==> src/rtl/pc_sequencer.sv <==
// pc_sequencer: boot/run/fault program counter sequencer driving an external adder
module pc_sequencer #(
  parameter logic [31:0] RESET_VECTOR = 32'h0000_0000,
  parameter logic [31:0] PC_STEP      = 32'd4
) (
  input  logic        clk,
  input  logic        rst_n,
  input  logic        stall_i,
  input  logic        branch_taken_i,
  input  logic [31:0] branch_target_i,
  output logic [31:0] adder_a_o,
  output logic [31:0] adder_b_o,
  input  logic [32:0] adder_result_i,
  output logic [31:0] pc_o,
  output logic        valid_o,
  output logic        fault_o,
  output logic [31:0] fetch_cnt_o
);
  typedef enum logic [1:0] {BOOT, RUN, FAULT} state_t;
  state_t      state_q, state_d;
  logic [31:0] pc_q, pc_d, cnt_q, cnt_d, cnt_inc;
  logic        valid_q, valid_d, fault_q, fault_d;
  logic        unused_carry;
  assign unused_carry = adder_result_i[32];
  assign cnt_inc      = &cnt_q ? cnt_q : cnt_q + 32'd1;
  // next-state: branch beats stall beats sequential advance; FAULT holds everything
  always_comb begin
    state_d = state_q;
    pc_d    = pc_q;
    cnt_d   = cnt_q;
    valid_d = valid_q;
    fault_d = fault_q;
    case (state_q)
      BOOT: begin
        state_d = RUN;
        valid_d = 1'b1;
      end
      RUN: begin
        if (branch_taken_i) begin
          if (branch_target_i[1:0] == 2'b00) begin
            pc_d  = branch_target_i;
            cnt_d = cnt_inc;
          end else begin
            state_d = FAULT;
            fault_d = 1'b1;
            valid_d = 1'b0;
          end
        end else if (!stall_i) begin
          pc_d  = adder_result_i[31:0];
          cnt_d = cnt_inc;
        end
      end
      default: begin
        state_d = FAULT;
        valid_d = 1'b0;
        fault_d = 1'b1;
      end
    endcase
  end
  // state and registered outputs, asynchronously reset
  always_ff @(posedge clk or negedge rst_n) begin
    if (!rst_n) begin
      state_q <= BOOT;
      pc_q    <= RESET_VECTOR;
      cnt_q   <= 32'd0;
      valid_q <= 1'b0;
      fault_q <= 1'b0;
    end else begin
      state_q <= state_d;
      pc_q    <= pc_d;
      cnt_q   <= cnt_d;
      valid_q <= valid_d;
      fault_q <= fault_d;
    end
  end
  assign pc_o        = pc_q;
  assign adder_a_o   = pc_q;
  assign adder_b_o   = PC_STEP;
  assign valid_o     = valid_q;
  assign fault_o     = fault_q;
  assign fetch_cnt_o = cnt_q;
endmodule

==> config.mk <==
export PLATFORM = sky130hd
export DESIGN_NAME = pc_sequencer
export DESIGN_NICKNAME = d
export VERILOG_FILES = /design/src/rtl/pc_sequencer.sv
export SDC_FILE = /design/constraint.sdc
export NUM_CORES = 1
export LEC_CHECK = 0
export ABC_AREA = 1
export BUFFER_PORTS_ARGS = -buffer_cell sky130_fd_sc_hd__buf_2
export CAP_MARGIN = 0
export CORE_ASPECT_RATIO = 1.25
export CORE_UTILIZATION = 43
export CTS_CLUSTER_DIAMETER = 50
export DETAILED_ROUTE_END_ITERATION = 8
export PLACE_DENSITY = 0.85
export SLEW_MARGIN = 20
export SYNTH_ARGS = -nofsm -noshare
export SYNTH_HDL_FRONTEND = slang
export SYNTH_SLANG_ARGS = --single-unit
==> constraint.sdc <==
create_clock -name clk -period 1.58 [get_ports clk]
set_input_delay 0.079 -clock clk [delete_from_list [all_inputs] [get_ports clk]]
set_output_delay 0.079 -clock clk [all_outputs]
set_load 0.01 [all_outputs]
**After elaboration in Yosys (flattened, before gate mapping)**

Cells that the tools add are included.

- Bits of input ports: 69
- Logic and storage cells: 34
- Output and inout bits: 130
- Register bits: 68

- Reduce and logical (&&, ||, !) cells: 6
- Multiplexer cells: 16
- Bitwise gates (word level): 1
- Add/sub/neg operators: 1
- Equality and inequality tests: 5

Operators by type and width:

| kind | count |
|---|---|
| two-way mux 32 bit | 7 |
| adder 32 x 1 -> 32 bit, second input constant | 1 |
| AND reduction 32 bit | 1 |
| AND reduction 3 bit | 2 |
| logical NOT 2 bit | 2 |
| two-way mux 1 bit | 4 |
| two-way mux 2 bit | 2 |
| != test 2 x 1 -> 1 bit, second input constant | 2 |
| != test 2 bit, second input constant | 2 |
| case mux 1 bit (2 select lines) | 2 |
| case mux 2 bit (2 select lines) | 1 |
| == test 2 x 1 -> 1 bit, second input constant | 1 |
| AND reduction 2 bit | 1 |
| NOT 1 bit | 1 |

**Longest topological paths before layout**

- Word-level depth: 4
- Mapped depth: 11
- Depth with buffers taken out: 10

**Worst setup path before layout**

No wires, ideal clock.

- Path kind: flip-flop to flip-flop
- Start point: register cnt_q[0], in the netlist fetch_cnt_o[0]
- End point: register cnt_q[13], in the netlist fetch_cnt_o[13]
- Slack: -0.053 ns
- Period minus slack after synthesis: 1.633 ns
- Required time: 1.463 ns
- Arrival: 1.517 ns
- Path buffers: 1
- Cell stages (with the launch flop): 12
- Library setup time: 0.117 ns
- Path through: dfrtp_1 ha_1 inv_1 nor2_4 nand2_4 nor2_8 nand2_4 nand2_4 inv_2 buf_2 nand2_1 nand2_1

- Longest elaborated chain between the ends: 4
- Elaborated cells on any way between the ends: 6
- Classes of those cells: add/sub: 1; mux: 4; reduce/logical: 1

RTL lines:

| what | RTL line | RTL |
|---|---|---|
| start: declaration | 21 | `logic [31:0] pc_q, pc_d, cnt_q, cnt_d, cnt_inc;` |
| start signal: assignment | 71 | `cnt_q <= cnt_d;` |
| adder 32 x 1 -> 32 bit / AND reduction 32 bit (equally long branches) | 25 | `assign cnt_inc = &cnt_q ? cnt_q : cnt_q + 32'd1;` |
| two-way mux 32 bit (*) | 25 |  |
| two-way mux 32 bit, on equally long branches | 48, 40 |  |
| two-way mux 32 bit (*) | 39 | `if (branch_taken_i) begin` |

Every way passes the cells marked *; elsewhere a longest branch is shown, timed or not. The select of a mux whose other input is x is not followed.
A chain may end at the register's enable or synchronous reset.

**Worst setup path in the final report**

- Start point: register cnt_q[1], in the netlist fetch_cnt_o[1]
- End point: register cnt_q[13], in the netlist fetch_cnt_o[13]

The elaborated chain is that of the path after synthesis.

==> flow_summary.yaml <==
setup_path:
  reg2reg_to: "fetch_cnt_o[13]$_DFFE_PN0P_"
  r2r_cells: 10
  required_ns: 1.85
  rrSetupSlack_ns: -0.05
  r2r-start: "fetch_cnt_o[1]$_DFFE_PN0P_"
  cpMostUsedCell: "nand2_4"
  startpoint: "fetch_cnt_o[1]$_DFFE_PN0P_"
  crit_type: "reg -> reg"
  path_buf_inv: 2
  crit_path_top_delay_cell: "dfrtp_1"
  max_stage_delay_ns: 0.36
  path_cells: "ha_2, inv_2, nor2_4, nand2_4, nor2_8, nand2_4, nand2_8, buf_8, nand2_1, nand2_2"
  cp-end-kind: "register"
  cp_max_fo: 6
  arrival_ns: 1.90
  crit_family: "simple AND/OR/NAND/NOR gates"
  start_kind: "register"
  cp.depth: 10
drt:
  avgViaCountPerCell: 4.77
  drtIter0Drc: 204
  via_count: 4368
  antenna_left: 0
  dr.pass1.iters: 5
  drc: 0
  wl_um: 12400
  wire_per_inst_um: 13.5
finish:
  nFillCells: 870
  stdcell_area_mm2: 0.00568
  diodes: 0
  syn2layout_area_growth_pct: 30.2
  nNetsFinal: 854
  drive_gt1_frac: 0.341
  final_core_util: 0.582
pwr:
  ir_drop_mv: 0.635
  power_mw: 6.86
  power.static_leakage_nw: 3.21
  powerDensity_mw_per_mm2: 1210
timing:
  fin_skew_ns: 0.00973
  finalHoldViolations: 0
  finalCritPeriodShare: 1.03
  period_minus_slack_ns: 1.63
  worst_pin_slew_ns: 0.506
  rsz0062_at_grt: "true"
  max_slew_margin: 0.663
  setup_ws_ns: -0.0505
  setup_viol: 11
  fmax_mhz: 613
  final.setup.tns_ns: -0.147
  drv_slew: 0
placed_design:
  gp_congestion: 0.896
  portBuffers: 165
  dp_hpwl_um: 8740
  pre_cts_ws_ns: -0.0352
  placed_area_mm2: 0.00514
clock_tree:
  cts_buffers: 9
  htreeDepth: 3
  clockBufferDepth: 2
  clkSinkCount: 67
  clk_pin_slew_ns: 0.06
  insertion_delay_ns: 0.34
  ctsRootBufferMaster: "clkbuf_16"
  tritoncts: "built"
global_route:
  track_usage: 0.232
  antenna_found_initial: 0
  gr-total-overflow: 0
  grt_pass1_vias: 4059
  grt_max_degree: 68
  grt_pass1_wl_um: 18900
run_status:
  status: "complete, but fails checks"
  failed_checks: "setup timing"
synth:
  synth-seq-cells: 67
  synth_area_leaders: "dfrtp_1 38%, nand2_1 20%, buf_4 11%, o21ai_0 7.6%, inv_1 5.2%"
  syn_area_mm2: 0.00437
  syn_area_per_cell_um2: 7.07
  yosysWarnings: 0
  post-synth-top-area-fraction: 0.384
  synthCells: 618
  yosysTopAreaCell: "dfrtp_1"
  synth_seq_area_share: 0.384
  yosysUniqueCellTypes: 27
floorplanning:
  num_rows: 40
  dieWidth_um: 92.1
  die_h_um: 115
  start_util: 0.447
  core_area_mm2: 0.00976
  dieArea_mm2: 0.0106
  io_pins: 199
min_path:
  min_from: "adder_result_i[6]"
  hp-class: "in -> reg"
  min_to: "adder_a_o[6]$_DFFE_PN0P_"
  hold_depth: 3
flow_run:
  drv_cap: 0
## state kept, by name, indices dropped and copies added, names as in the netlist
register and cells:
state_q 2, fault_o 1, adder_a_o 32, fetch_cnt_o 32
## layer usage
| layer | track usage | wire length [um] | vias up |
|---|---|---|---|
| li1 | - | - | 2135 |
| met1 | 0.266 | 4690 | 1950 |
| met2 | 0.412 | 6340 | 245 |
| met3 | 0.0478 | 952 | 38 |
| met4 | 0.105 | 395 | 0 |
| met5 | 0 | 0 | - |
## how the worst max path moves through the flow
stage | end | slack, ns
2_1_floorplan | fetch_cnt_o[13]$_DFFE_PN0P_ | 0.005
3_3_place_gp | fetch_cnt_o[25]$_DFFE_PN0P_ | 0.03
3_5_place_dp | fetch_cnt_o[31]$_DFFE_PN0P_ | -0.04
4_1_cts | fetch_cnt_o[13]$_DFFE_PN0P_ | -0.007
5_1_grt | fetch_cnt_o[13]$_DFFE_PN0P_ | -0.11
6_report | fetch_cnt_o[13]$_DFFE_PN0P_ | -0.05
## stage by stage
stage          hold WS (ns)  instances
2_1_floorplan        -0.217        648
3_3_place_gp          0.131        892
3_5_place_dp          0.131        892
4_1_cts              0.0423        909
5_1_grt              0.0589        915
6_report             0.0374        915
## where the power goes
group | total (mW) | switching (mW) | leakage [nW] | internal (mW)
sequential | 2.49 | 0.356 | 0.877 | 2.13
combinational | 2.00 | 1.15 | 2.16 | 0.852
clock | 2.37 | 0.787 | 0.173 | 1.59
## synth_stat cells
cell      instances
nand2_2           7
xnor2_1           6
nand3_1          16
inv_4             1
buf_1             3
nand3b_1          3
buf_2             2
nand2_4           3
a21oi_1           1
buf_4            65
clkbuf_1          9
ha_1              1
nor2_1           44
nor2_4            4
o21ai_0          66
nand2_1         232
nor2_8            2
inv_2             1
dfrtp_1          67
nor2_2            4
nor2b_1           1
conb_1            2
or2_2             1
inv_1            60
nand4_1           7
xor2_1            7
buf_12            3
## area by class of cell
class                      instances  area, um2  area share
sequential                        67       1680       0.295
clock buffer                      10        239      0.0420
tap                              126        158      0.0277
clock inverter                     6        113      0.0198
inverter                          62        248      0.0436
timing repair buffer             207       1210       0.213
multi-input combinational        437       2040       0.359
## layout by cell type (no fill, tap or decap), types with 2 or more instances in the layout
cell	count
inv_1	59
nor2_1	39
clkbuf_16	11
buf_4	36
nor2_8	2
nor2_4	6
clkinv_4	2
buf_12	2
nand2_1	216
o21ai_1	3
nand2_2	23
nand4_1	7
nand3b_1	3
buf_2	165
o21ai_0	63
nand3_1	16
xor2_1	7
xnor2_1	6
bufinv_16	3
conb_1	32
nand2_4	2
dfrtp_1	66
nor2_2	7
## worst min-delay path: cells and delay by family
| family | cells | cell delay [ns] |
|---|---|---|
| AOI/OAI and AO/OA | 2 | 0.19 |
| buffers and inverters | 1 | 0.07 |
## logic make-up (layout without fill, tap and decap cells)
kind of cell	Yosys count	count (layout)	synth area share
compound gates	67	67	0.0768
xor+xnor	13	13	0.0261
other cells	2	32	0.00172
buf+inv	144	285	0.192
fa+ha+maj	1	1	0.00286
flops	67	67	0.384
simple gates	324	324	0.317
## timing repair
item,in CTS,in global routing
endpoints found under the hold margin,67,0
hold buffers,1,0
pin swaps,0,20
resized for setup,5,34
gates cloned,0,2
buffers inserted,0,4
endpoints found under the setup margin,24,30
No activity file was read; power rests on OpenSTA's default activity.
